### config.mk
export PLATFORM = sky130hd
export DESIGN_NAME = pipeline_sched
export DESIGN_NICKNAME = d
export VERILOG_FILES = /design/src/rtl/pipeline_sched.sv
export SDC_FILE = /design/constraint.sdc
export NUM_CORES = 1
export LEC_CHECK = 0
export BUFFER_PORTS_ARGS = -buffer_cell sky130_fd_sc_hd__buf_2
export CAP_MARGIN = 10
export CELL_PAD_IN_SITES_DETAIL_PLACEMENT = 1
export CELL_PAD_IN_SITES_GLOBAL_PLACEMENT = 2
export CORE_UTILIZATION = 22
export DETAILED_ROUTE_END_ITERATION = 8
export MAX_ROUTING_LAYER = met4
export PLACE_DENSITY = 0.74
export RECOVER_POWER = 100
export SLEW_MARGIN = 15
export SYNTH_ARGS = -nofsm -noshare
export SYNTH_HDL_FRONTEND = slang
export SYNTH_SLANG_ARGS = --single-unit
### constraint.sdc
create_clock -name clk -period 1.45 [get_ports clk]
set_clock_uncertainty 0.05 [all_clocks]
set_input_delay 0.29 -clock clk [delete_from_list [all_inputs] [get_ports clk]]
set_output_delay 0.29 -clock clk [all_outputs]
set_load 0.01 [all_outputs]
### src/rtl/pipeline_sched.sv
// Hazard scheduler for the 5-stage pipeline: per-stage stall/flush controls,
// the multi-cycle mul/div sequencer and the pending-redirect tracker.
module pipeline_sched #(
  parameter int MUL_CYCLES = 3,
  parameter int DIV_CYCLES = 16,
  parameter int CNT_W      = 5
) (
  input  logic       clk,
  input  logic       resetn,
  input  logic [4:0] d_ra1,
  input  logic [4:0] d_ra2,
  input  logic       e_memread,
  input  logic [4:0] e_dst,
  input  logic       e_branch_taken,
  input  logic       e_muldiv_start,
  input  logic       e_is_div,
  input  logic       ibus_stall,
  input  logic       dbus_stall,
  output logic       stallF,
  output logic       stallD,
  output logic       stallE,
  output logic       stallM,
  output logic       flushD,
  output logic       flushE,
  output logic       flushM,
  output logic       muldiv_busy,
  output logic       muldiv_done
);

  typedef enum logic [1:0] {S_IDLE, S_BUSY, S_DONE} state_e;

  localparam logic [CNT_W-1:0] MUL_LD = CNT_W'(MUL_CYCLES - 2);
  localparam logic [CNT_W-1:0] DIV_LD = CNT_W'(DIV_CYCLES - 2);

  state_e           state_q, state_d;
  logic [CNT_W-1:0] cnt_q, cnt_d;
  logic             pend_q, pend_d;

  logic             md_start;
  logic             load_use;
  logic [CNT_W-1:0] ld_val;

  assign md_start = (state_q == S_IDLE) && e_muldiv_start;
  assign ld_val   = e_is_div ? DIV_LD : MUL_LD;
  assign load_use = e_memread && (e_dst != 5'd0) &&
                    ((e_dst == d_ra1) || (e_dst == d_ra2));

  // NOTE: every always_comb target gets a default first so no path leaves it unassigned (no latch).
  always_comb begin
    state_d = state_q;
    cnt_d   = cnt_q;
    pend_d  = pend_q;
    if (!dbus_stall) begin
      unique case (state_q)
        S_IDLE: begin
          if (e_muldiv_start) begin
            cnt_d = ld_val;
            // A 2-cycle op has no BUSY cycles: start, then straight to DONE.
            state_d = (ld_val == '0) ? S_DONE : S_BUSY;
          end
        end
        S_BUSY: begin
          // cnt_q is the number of BUSY cycles left, including this one.
          if (cnt_q <= CNT_W'(1)) begin
            cnt_d   = '0;
            state_d = S_DONE;
          end else begin
            cnt_d = cnt_q - CNT_W'(1);
          end
        end
        S_DONE:  state_d = S_IDLE;
        default: state_d = S_IDLE;
      endcase

      if (e_branch_taken && ibus_stall) begin
        pend_d = 1'b1;
      end else if (!ibus_stall) begin
        pend_d = 1'b0;
      end
    end
  end

  // NOTE: sequential state uses non-blocking assignments so all flops update together at the edge.
  always_ff @(posedge clk or negedge resetn) begin
    if (!resetn) begin
      state_q <= S_IDLE;
      cnt_q   <= '0;
      pend_q  <= 1'b0;
    end else begin
      state_q <= state_d;
      cnt_q   <= cnt_d;
      pend_q  <= pend_d;
    end
  end

  logic stall_f, stall_d, stall_e, stall_m;
  logic flush_d, flush_e, flush_m;

  always_comb begin
    stall_f = 1'b0;
    stall_d = 1'b0;
    stall_e = 1'b0;
    stall_m = 1'b0;
    flush_d = 1'b0;
    flush_e = 1'b0;
    flush_m = 1'b0;
    if (dbus_stall) begin
      stall_f = 1'b1;
      stall_d = 1'b1;
      stall_e = 1'b1;
      stall_m = 1'b1;
    end else begin
      if (md_start || (state_q == S_BUSY)) begin
        stall_f = 1'b1;
        stall_d = 1'b1;
        stall_e = 1'b1;
        flush_m = 1'b1;
      end else if (e_branch_taken) begin
        flush_d = 1'b1;
        flush_e = 1'b1;
      end else if (load_use) begin
        stall_f = 1'b1;
        stall_d = 1'b1;
        flush_e = 1'b1;
      end else if (ibus_stall) begin
        stall_f = 1'b1;
        flush_d = 1'b1;
      end
      // The stale wrong-path fetch must be dropped whenever it finally lands.
      if (pend_q) flush_d = 1'b1;
    end
  end

  // Outputs are forced low combinationally while reset is held.
  assign stallF      = resetn & stall_f;
  assign stallD      = resetn & stall_d;
  assign stallE      = resetn & stall_e;
  assign stallM      = resetn & stall_m;
  assign flushD      = resetn & flush_d;
  assign flushE      = resetn & flush_e;
  assign flushM      = resetn & flush_m;
  assign muldiv_busy = resetn & (state_q == S_BUSY);
  assign muldiv_done = resetn & (state_q == S_DONE);

endmodule

After elaboration in Yosys (flattened, before gate mapping)
Cells that the tools add are included.

Register bits: 8. Input port bits: 23. Logic and storage cells: 66.

$add $sub $neg: 1. $lt $le $gt $ge: 1. Equality and inequality tests: 7. Mux-type cells: 31. Bitwise logic cells: 10. Reduce and logical (&&, ||, !) cells: 13.

Operator list (number): $mux 1 (23); $eq 5x5->1 (2); $mux 5 (2); $pmux 5 s2 (1); $and 1x1->1 (9); $mux 2 (3); $reduce_and 3->1 (2); $le 5x1->1 const B (1); $logic_not 5->1 (1); $reduce_bool 5->1 (1); $sub 5x1->5 const B (1); $logic_and 1x1->1 (4); $mux 4 (1); $ne 2x2->1 const B (2); $pmux 2 s2 (1); $eq 2x1->1 const B (1); $eq 2x2->1 const B (1); $logic_not 2->1 (1); $logic_or 1x1->1 (2); $ne 2x1->1 const B (1); $reduce_and 2->1 (1); $reduce_bool 2->1 (1); $not 1->1 (1).

Logic depth before layout (Yosys ltp)
Gate-level depths: netlist (run 1).

Depth after elaboration: 9. Mapped depth: 6.

Least setup slack after synthesis (run 1)
OpenSTA, ideal clock, no wires.

Path kind: input to output. Start: in e_dst[4]. End: out flushE. Arrival time: 1270 ps. Data required time: 1110 ps. Setup slack: -160 ps. Stages: 5. Path through: xnor2_1 -> nand3_1 -> nor3_1 -> o221ai_2 -> a211oi_1.

Word-level cells in the longest chain between the ends: 8.

Ends and longest elaborated chain: start: declaration (RTL line 13) `input logic [4:0] e_dst,`; $eq 5x5->1 or $reduce_bool 5->1 (tied branches) (RTL line 46, 45); $logic_or 1x1->1 or $logic_and 1x1->1 (tied branches) (RTL line 46, 45); $logic_and 1x1->1 * (RTL line 45) `assign load_use = e_memread && (e_dst != 5'd0) &&`; $mux 1 * (RTL line 121) `end else if (load_use) begin`; $mux 1 * (RTL line 118) `end else if (e_branch_taken) begin`; $mux 1 * (RTL line 113) `if (md_start || (state_q == S_BUSY)) begin`; $mux 1 * (RTL line 107) `if (dbus_stall) begin`; $and 1x1->1 * (RTL line 140) `assign flushE = resetn & flush_e;`; end: declaration (RTL line 24) `output logic flushE,`.

Mark *: on every way between the ends. The rest lies on a longest branch, timed or not.

Worst setup path after layout (run 1)
Start: in e_dst[4]. End: out flushD.

Word-level cells in the longest chain between the ends: 9.

Ends and longest elaborated chain: $eq 5x5->1 or $reduce_bool 5->1 (tied branches) (RTL line 46, 45); $logic_or 1x1->1 or $logic_and 1x1->1 (tied branches) (RTL line 46, 45); $logic_and 1x1->1 * (RTL line 45); $mux 1 * (RTL line 121); $mux 1 * (RTL line 118); $mux 1 * (RTL line 113); $mux 1 * (RTL line 130) `if (pend_q) flush_d = 1'b1;`; $mux 1 * (RTL line 107); $and 1x1->1 * (RTL line 139) `assign flushD = resetn & flush_d;`; end: declaration (RTL line 23) `output logic flushD,`.

Marked as above.

==> flow_summary.ini, run 1 <==
[status]
status = finished with violations
violations = design-rule violations, negative setup slack

[critical_path]
worstSetupStartpointType = input pin
path_delay_family = simple AND/OR/NAND/NOR gates
crit_buf_inv = 2
cp_max_fo = 4
cp_cell_sequence = buf_8 -> or4_4 -> o221ai_4 -> a41o_1 -> buf_2
cp.arrival_ns = 1.47
cpMaxStageDelayCell = or4_4
r2r_slack_ns = -0.06
r2r-start = cnt_q[1]$_DFFE_PN0P_
required_ns = 1.11
criticalPathCategory = in -> out
endpoint_kind = output port
slowest_delay_ns = 0.54
r2r-end = cnt_q[1]$_DFFE_PN0P_
worstRegToRegCells = 6

[clock_network]
cts_num_sinks = 8
cts_made_buffers = 3
h-tree-depth = 1
cts_tree = done
clk_latency_ns = 0.27
cts_root_buf = clkbuf_4
cts.path.max_buffers = 2
clk_pin_slew_ns = 0.06

[synthesis]
synth_warnings = 0
ys_dominant_reg_cell = dfrtp_1
synth-edff-count = 0
synth_async_sr_flop_share_pct = 100
ys_types = 30
syn_area_per_cell_um2 = 8.25
synth_seq_cells = 8
syn-cell-area_um2 = 684
yosysSeqAreaShare_pct = 29.3
synth_nets = 108
netlist_instances = 83

[job]
maxCapViolations = 0

[sta]
finalCritPeriodShare_pct = 125
period_needed_ns = 1.81
worst_slack_ns = -0.361
setup_viol = 13
rsz0062_at_grt = true
slew_viol_final = 0
max_freq_mhz = 552
finalHoldViolCount = 0
hold_ws_ns = 0.240
slew_headroom_pct = 75.5
tightest_slew_ns = 0.365

[worst_hold_path]
holdPathStages = 2
hold_end = pend_q$_DFFE_PN0P_
hp-class = in -> reg
min_from = ibus_stall

[routing]
vias = 881
viasPerCell = 5.12
drtIter0Drc = 26
drc = 6
drt_pass1_iterations = 6
final_antenna_net_count = 0
wl_per_cell_um = 15.5
wirelength_um = 2670

[layout]
fillers = 343
n_antenna_cell = 0
area_growth_pct = 96.5
drive_gt1_share_pct = 61.0
fin_nets = 168

[placed_design]
place_hpwl_um = 1860
dpl_worst_slack_ns = -0.400
gp_congestion = 0.748
numPortBuffers = 31

[global_routing]
grt_first_pass_wirelength_um = 4180
grt_max_degree = 10
grt_use_total_pct = 16.7
antenna_found_initial = 0
grt_overflow = 0
grt_pass1_vias = 929

[power]
power_frac_clock_pct = 8.7
p_sw_uw = 939
p_leak_uw = 0.000624
irDropWorstVdd_mv = 0.924
power_density_mw_per_mm2 = 1630
pwr-share-seq_pct = 18.3
swShare_pct = 42.8
p_comb_share_pct = 73.0
p_int_uw = 1260

[floorplanning]
ios = 32
dieArea_mm2 = 0.00334
coreArea_mm2 = 0.00285
die_w_um = 57.8
rows = 19
initial_core_util_pct = 24.0
die_h_um = 57.8
==> cell families (layout without fill, tap and decap cells) <==
family | after synthesis | in the layout | synth area share [%]
AOI/OAI and AO/OA | 25 | 25 | 26.9
and+or+nand+nor | 33 | 33 | 24.7
DFF | 8 | 8 | 29.3
xor gates and xnor gates | 10 | 10 | 12.8
buffers and inverters | 5 | 63 | 2.74
adders and majority gates | 2 | 2 | 3.66
==> final cells by class <==
type                            count  area, um2  area share, %
Sequential cell                     8        201           15.0
Timing Repair Buffer               56        425           31.6
Multi-Input combinational cell     70        642           47.7
Inverter                            4       15.0           1.12
Clock buffer                        3       22.5           1.67
Tap cell                           31       38.8           2.88
==> power by group through the flow <==
stage / sequential, uW / clock [uW] / combinational, uW
floorplan: 406 / 0 / 537
global placement: 384 / 0 / 1020
detailed placement: 393 / 0 / 1060
CTS: 389 / 186 / 1380
global route: 414 / 201 / 1750
finish: 402 / 191 / 1600
==> metal layers <==
layer	global-route usage, %	routed length (um)	up-vias
met5	-	0	-
met4	5.10	36	0
li1	-	-	416
met1	19.7	1040	423
met3	1.34	177	5
met2	30.1	1420	37
==> placed cells by master, fill, tap and decap left out, types with 3 or more instances in the layout <==
cell type | synthesis | routed
buf_2 | 0 | 21
buf_6 | 0 | 14
buf_4 | 0 | 13
dfrtp_1 | 8 | 7
nand2_1 | 8 | 6
nor2_1 | 6 | 4
o21ai_1 | 0 | 4
clkbuf_1 | 1 | 4
xnor2_2 | 0 | 3
xnor2_1 | 6 | 3
clkbuf_4 | 0 | 3
==> repair_timing <==
item,4_1_cts,5_1_grt
gates resized for setup,33,35
buffers inserted,5,7
pin swaps,10,15
endpoints found under the setup margin,13,13
hold endpoints to repair,8,0
gates cloned,0,0
hold buffers,2,0
==> Yosys cell counts (all sizes together) (2+ instances only) <==
cell,n,area (um2)
dfrtp,8,200
o31ai,3,22.5
inv,4,15.0
o21bai,2,18.8
a22o,2,17.5
nor3,4,20.0
xor2,4,35.0
a21oi,2,10.0
nand2,8,30.0
o21a,2,15.0
and2,3,18.8
o21ai,7,35.0
nand2b,3,18.8
nand3,4,20.0
nor2b,2,12.5
nor2,7,28.8
o221ai,2,23.8
xnor2,6,52.6
ha,2,25.0
==> stage by stage <==
step	utilization, %	cells	total power, uW	TNS [ns]	area, um2
final	47.1	172	2200	-1.87	1350
after global placement	36.6	162	1400	-1.68	1040
after CTS	43.6	171	1950	-2.42	1240
after detailed placement	36.6	162	1460	-2.03	1040
after global routing	47.1	172	2360	-2.74	1350
after floorplan	-	83	943	-0.295	718
==> flip-flops by register name, indices dropped and copies added, names as in the netlist <==
signal	flops
cnt_q	5
pend_q	1
state_q	2
==> worst max path at each step <==
stage,from,end,slack (ns),cells past startpoint
2_1_floorplan,e_dst[1],flushD,-0.12,3
4_1_cts,e_dst[4],flushD,-0.36,5
6_report,e_dst[4],flushD,-0.36,5
3_5_place_dp,e_dst[2],flushE,-0.40,7
3_3_place_gp,e_dst[0],flushE,-0.41,7
5_1_grt,e_dst[4],flushD,-0.39,5
No activity file was read; power rests on OpenSTA's default activity.
==> run 2, diff against run 1 <==
Settings changed: ABC_AREA set to 1, CORE_UTILIZATION 22 to 20, PLACE_DENSITY 0.74 to 0.72.
==> flow_summary.ini, run 2 <==
[routing]
drt-met1-wl_um = 1160
highest_layer = met4
drtIter0Drc = 25
drc = 0
wl_per_cell_um = 11.7
wirelength_um = 2570
dr_wl_met3_um = 91
viasPerCell = 4.26
drt_pass1_iterations = 3
vias = 932
wl_met2_um = 1300
final_antenna_net_count = 0

[synthesis]
syn_area_per_cell_um2 = 6.13
ys_types = 22
synth_async_sr_flop_share_pct = 100
synth_largest_area_cell = dfrtp_1
synth_nets = 148
synth_top_area_share_pct = 26.5
synthTopCellsByArea = dfrtp_1, nand2_1, inv_1, nand3_1, nor2_1
yosysSeqAreaShare_pct = 26.5
synth-edff-count = 0
netlist_top_cells_count = nand2_1, inv_1, dfrtp_1, nand3_1, nor2_1
ys_dominant_reg_cell = dfrtp_1
yosysMostFrequentCell = nand2_1
synth_seq_cells = 8
netlist_instances = 123
synth_warnings = 0
syn-cell-area_um2 = 754

[clock_network]
cts_num_sinks = 8
cts_tree = done
clk_latency_ns = 0.23
cts_made_buffers = 3
cts.path.max_buffers = 2
clk_pin_slew_ns = 0.04
h-tree-depth = 1
cts_root_buf = clkbuf_8

[layout]
drive_gt1_share_pct = 49.1
largest_register_ffs = 5
fin_nets = 200
n_antenna_cell = 0
area_growth_pct = 72.6
regMostFlops = cnt_q
mostFrequentLayoutCell = nand2_1
final_cell_mix = nand2_1, buf_2, inv_1, buf_4
reg_top3 = cnt_q (5), state_q (2), pend_q (1)
final_util_pct = 37.6

[placed_design]
gp_congestion = 0.762
place_hpwl_um = 1980
numPortBuffers = 31

[critical_path]
r2r-end = cnt_q[1]$_DFFE_PN0P_
endpoint = flushD
worstSetupStartpointType = register
endpoint_kind = output port
required_ns = 1.11
cp.arrival_ns = 1.25
critPathLaunch = state_q[0]$_DFFE_PN0P_
worstRegToRegCells = 7
r2r_slack_ns = -0.09
criticalPathCategory = reg -> out
r2r-start = state_q[0]$_DFFE_PN0P_
cp_max_fo = 7

[job]
maxCapViolations = 0

[floorplanning]
initial_core_util_pct = 21.8
ios = 32
die_h_um = 63.4
dieArea_mm2 = 0.00402
rows = 21
die_w_um = 63.4
coreArea_mm2 = 0.00347

[sta]
period_needed_ns = 1.59
finalCritPeriodShare_pct = 110
slew_viol_final = 0
worst_slack_ns = -0.142
setup_viol = 12
slew_headroom_pct = 82.3
finalHoldViolCount = 0
rsz0062_at_grt = true
tightest_slew_ns = 0.265
max_freq_mhz = 628

[status]
violations = negative setup slack
status = finished with violations

[power]
power_uw = 1830
irDropWorstVdd_mv = 0.647
p_leak_uw = 0.000712
power_density_mw_per_mm2 = 1410

[global_routing]
grt_max_degree = 8
antenna_found_initial = 0
grt_overflow = 0
grt_use_total_pct = 13.5
grt_first_pass_wirelength_um = 4120
grt_pass1_vias = 955

[worst_hold_path]
hp-class = in -> async
[run 2: cell count changes in the layout (fill, tap and decap cells not counted), moves of 3 or more]
cell / delta
inv_4: +3
nand2_1: +24
inv_2: +7
buf_6: -5
clkbuf_8: +3
nand2_2: +8
nand4_1: +3
clkbuf_1: -3
xnor2_2: -3
clkbuf_4: -3
inv_1: +15
[run 2: worst max-delay path, cell delays in order (launching register included)]
cell	delay [ns]
dfrtp_1	0.41
o21ai_4	0.26
nand3_2	0.10
a21oi_2	0.12
buf_2	0.13
[run 2: cell type report]
type                       count  area [um2]
clock buffer                   3        41.3
fill                         464        2170
inverter                      29         116
multi-input combinational     86         529
sequential                     8         200
tap                           46        57.6
timing repair buffer          47         358
[run 2: layer usage]
metal,GRT usage [%],vias up
met2,21.9,16
met3,3.26,2
met1,17.1,435
li1,-,479
met4,2.56,0
met5,-,-
[run 2: cells by family (layout without fill, tap and decap cells)]
family / Yosys count / in the layout / synth area share [%]
AO/OA/AOI/OAI: 17 / 17 / 14.9
buffers and inverters: 29 / 79 / 14.4
AND/OR/NAND/NOR: 62 / 62 / 35.0
flip-flops: 8 / 8 / 26.5
XOR/XNOR: 5 / 5 / 5.81
adder cells (fa/ha/maj): 2 / 2 / 3.32
[run 2: metrics by stage]
stage	setup WS (ns)	hold WS (ns)	std cells	cell area [um2]	TNS, ns
after CTS	-0.147	0.0252	215	1180	-0.762
final	-0.142	0.0251	219	1300	-1.02
after detailed placement	-0.209	0.0746	209	1030	-0.698
after global placement	-0.180	0.0754	209	1030	-0.586
after floorplan	0.0791	-0.0556	123	754	0
after global routing	-0.213	0.0465	219	1300	-1.95
[run 2: what timing repair did]
| item | CTS | global route |
|---|---|---|
| endpoints found under the hold margin | 2 | 0 |
| pin swaps | 10 | 20 |
| hold buffers | 1 | 0 |
| setup endpoints to repair | 9 | 15 |
| gates resized for setup | 23 | 31 |
| buffers inserted | 2 | 4 |
[run 2: where the power goes]
| group | total [uW] | internal (uW) | switching, uW |
|---|---|---|---|
| logic | 1180 | 566 | 610 |
| clock network | 270 | 180 | 90.3 |
| registers | 384 | 318 | 66.1 |
| total | 1830 | 1060 | 766 |
[run 2: worst min path at each step]
stage                                        end  slack [ns]  cells past startpoint
after global routing        cnt_q[0]$_DFFE_PN0P_        0.05                      2
after CTS                   cnt_q[0]$_DFFE_PN0P_        0.03                      2
after floorplan             cnt_q[0]$_DFFE_PN0P_       -0.06                      0
after detailed placement  state_q[0]$_DFFE_PN0P_        0.07                      1
after global placement    state_q[0]$_DFFE_PN0P_        0.08                      1
final                       cnt_q[0]$_DFFE_PN0P_        0.03                      2
==> run 3, diff against run 2 <==
Settings changed: BUFFER_PORTS_ARGS -buffer_cell sky130_fd_sc_hd__buf_2 to -buffer_cell sky130_fd_sc_hd__buf_4.
==> flow_summary.ini, run 3 (same netlist as run 2, synthesis figures left out) <==
[status]
status = finished with violations
violations = negative setup slack

[sta]
finalHoldViolCount = 0
max_freq_mhz = 618
worst_slack_ns = -0.168
setup_viol = 8
slew_viol_final = 0
tightest_slew_ns = 0.269
period_needed_ns = 1.62
finalCritPeriodShare_pct = 112
rsz0062_at_grt = true
setup_tns_ns = -0.995
slew_headroom_pct = 82.0

[floorplanning]
die_w_um = 63.4
initial_core_util_pct = 21.8
rows = 21
die_h_um = 63.4
dieArea_mm2 = 0.00402
coreArea_mm2 = 0.00347
ios = 32

[layout]
final_area_mm2 = 0.00133
regMostFlops = cnt_q
n_antenna_cell = 0
drive_gt1_share_pct = 46.2
final_util_pct = 38.3
stdcell_count = 219
fin_nets = 200
reg_top3 = cnt_q (5), state_q (2), pend_q (1)
mostFrequentLayoutCell = buf_4
area_growth_pct = 76.1
largest_register_ffs = 5
final_cell_mix = buf_4, nand2_1, inv_1, inv_2

[critical_path]
worstRegToRegCells = 9
crit_buf_inv = 1
cp_cell_sequence = o21ai_4 -> nand3_1 -> a21oi_1 -> buf_4
r2r-end = cnt_q[1]$_DFFE_PN0P_
r2r-start = state_q[0]$_DFFE_PN0P_
cpMaxStageDelayCell = dfrtp_2
worstSetupStartpointType = register
required_ns = 1.11
cp_max_fo = 7
cp.arrival_ns = 1.28
slowest_delay_ns = 0.42
path_delay_family = flip-flops
r2r_slack_ns = 0.02
criticalPathCategory = reg -> out
endpoint_kind = output port

[global_routing]
grt_max_degree = 8
grt_pass1_vias = 948
grt_overflow = 0
grt_use_total_pct = 14.3
antenna_found_initial = 0
grt_first_pass_wirelength_um = 4330

[power]
p_leak_uw = 0.000708
irDropWorstVdd_mv = 0.755
power_uw = 1890
power_density_mw_per_mm2 = 1420

[clock_network]
cts.path.max_buffers = 2
h-tree-depth = 1
cts_made_buffers = 3
clk_latency_ns = 0.23
cts_num_sinks = 8
clk_pin_slew_ns = 0.04
cts_tree = done
cts_root_buf = clkbuf_8

[routing]
drt_pass1_iterations = 4
viasPerCell = 4.19
wl_per_cell_um = 11.8
vias = 918
wirelength_um = 2580
drc = 0
drtIter0Drc = 27
final_antenna_net_count = 0

[placed_design]
dp_cells = 208
place_hpwl_um = 1970
numPortBuffers = 31
gp_congestion = 0.764
place_area_mm2 = 0.00110

[worst_hold_path]
holdPathStages = 3
min_from = e_branch_taken
hp-class = in -> reg
hold_end = pend_q$_DFFE_PN0P_

[job]
maxCapViolations = 0
## run 3: power by group
group | internal, uW | switching (uW) | leakage [uW] | total, uW
clock | 180 | 92.1 | 0.0000216 | 272
sequential | 321 | 78.4 | 0.0000965 | 399
combinational | 593 | 628 | 0.000590 | 1220
total | 1090 | 798 | 0.000708 | 1890
## run 3: how the worst max path moves through the flow
stage	start	endpoint	cells past startpoint
CTS	state_q[0]$_DFFE_PN0P_	flushD	4
detailed placement	e_dst[3]	flushD	9
global placement	e_dst[3]	flushD	9
floorplan	e_dst[3]	flushD	7
finish	state_q[0]$_DFFE_PN0P_	flushD	4
global route	state_q[0]$_DFFE_PN0P_	stallF	5
## run 3: layer usage
layer | vias to the layer above | share of wire [%] | track usage, %
li1 | 482 | - | -
met1 | 412 | 46 | 18.9
met2 | 18 | 50 | 21.4
met3 | 6 | 3.3 | 3.26
met4 | 0 | 1.4 | 4.55
met5 | - | 0 | -
## run 3: timing repair
action	4_1_cts	5_1_grt
hold buffers	2	0
endpoints found under the setup margin	8	15
pin swaps	5	6
setup buffers	3	3
hold endpoints to repair	3	0
resized for setup	17	22
## run 3: area by class of cell
type                    count  area, um2
inverters                  29        109
clock buffers               3       41.3
fillers                   465       2140
repair buffers             47        384
flip-flops and latches      8        201
multi-input cells          86        536
well taps                  46       57.6
## run 3: through the flow
| step | hold slack [ns] | worst slack, ns |
|---|---|---|
| after global placement | 0.0637 | -0.186 |
| after detailed placement | 0.0668 | -0.216 |
| final | 0.272 | -0.168 |
| after floorplan | -0.0556 | 0.0791 |
| after CTS | 0.282 | -0.140 |
| after global routing | 0.312 | -0.231 |
## run 3: worst reg2reg max path, delay by kind of cell (launching register included)
kind / cells / cell delay [ns]
compound gates: 3 / 0.36
buf+inv: 5 / 0.45
flops: 1 / 0.38
simple gates: 1 / 0.09
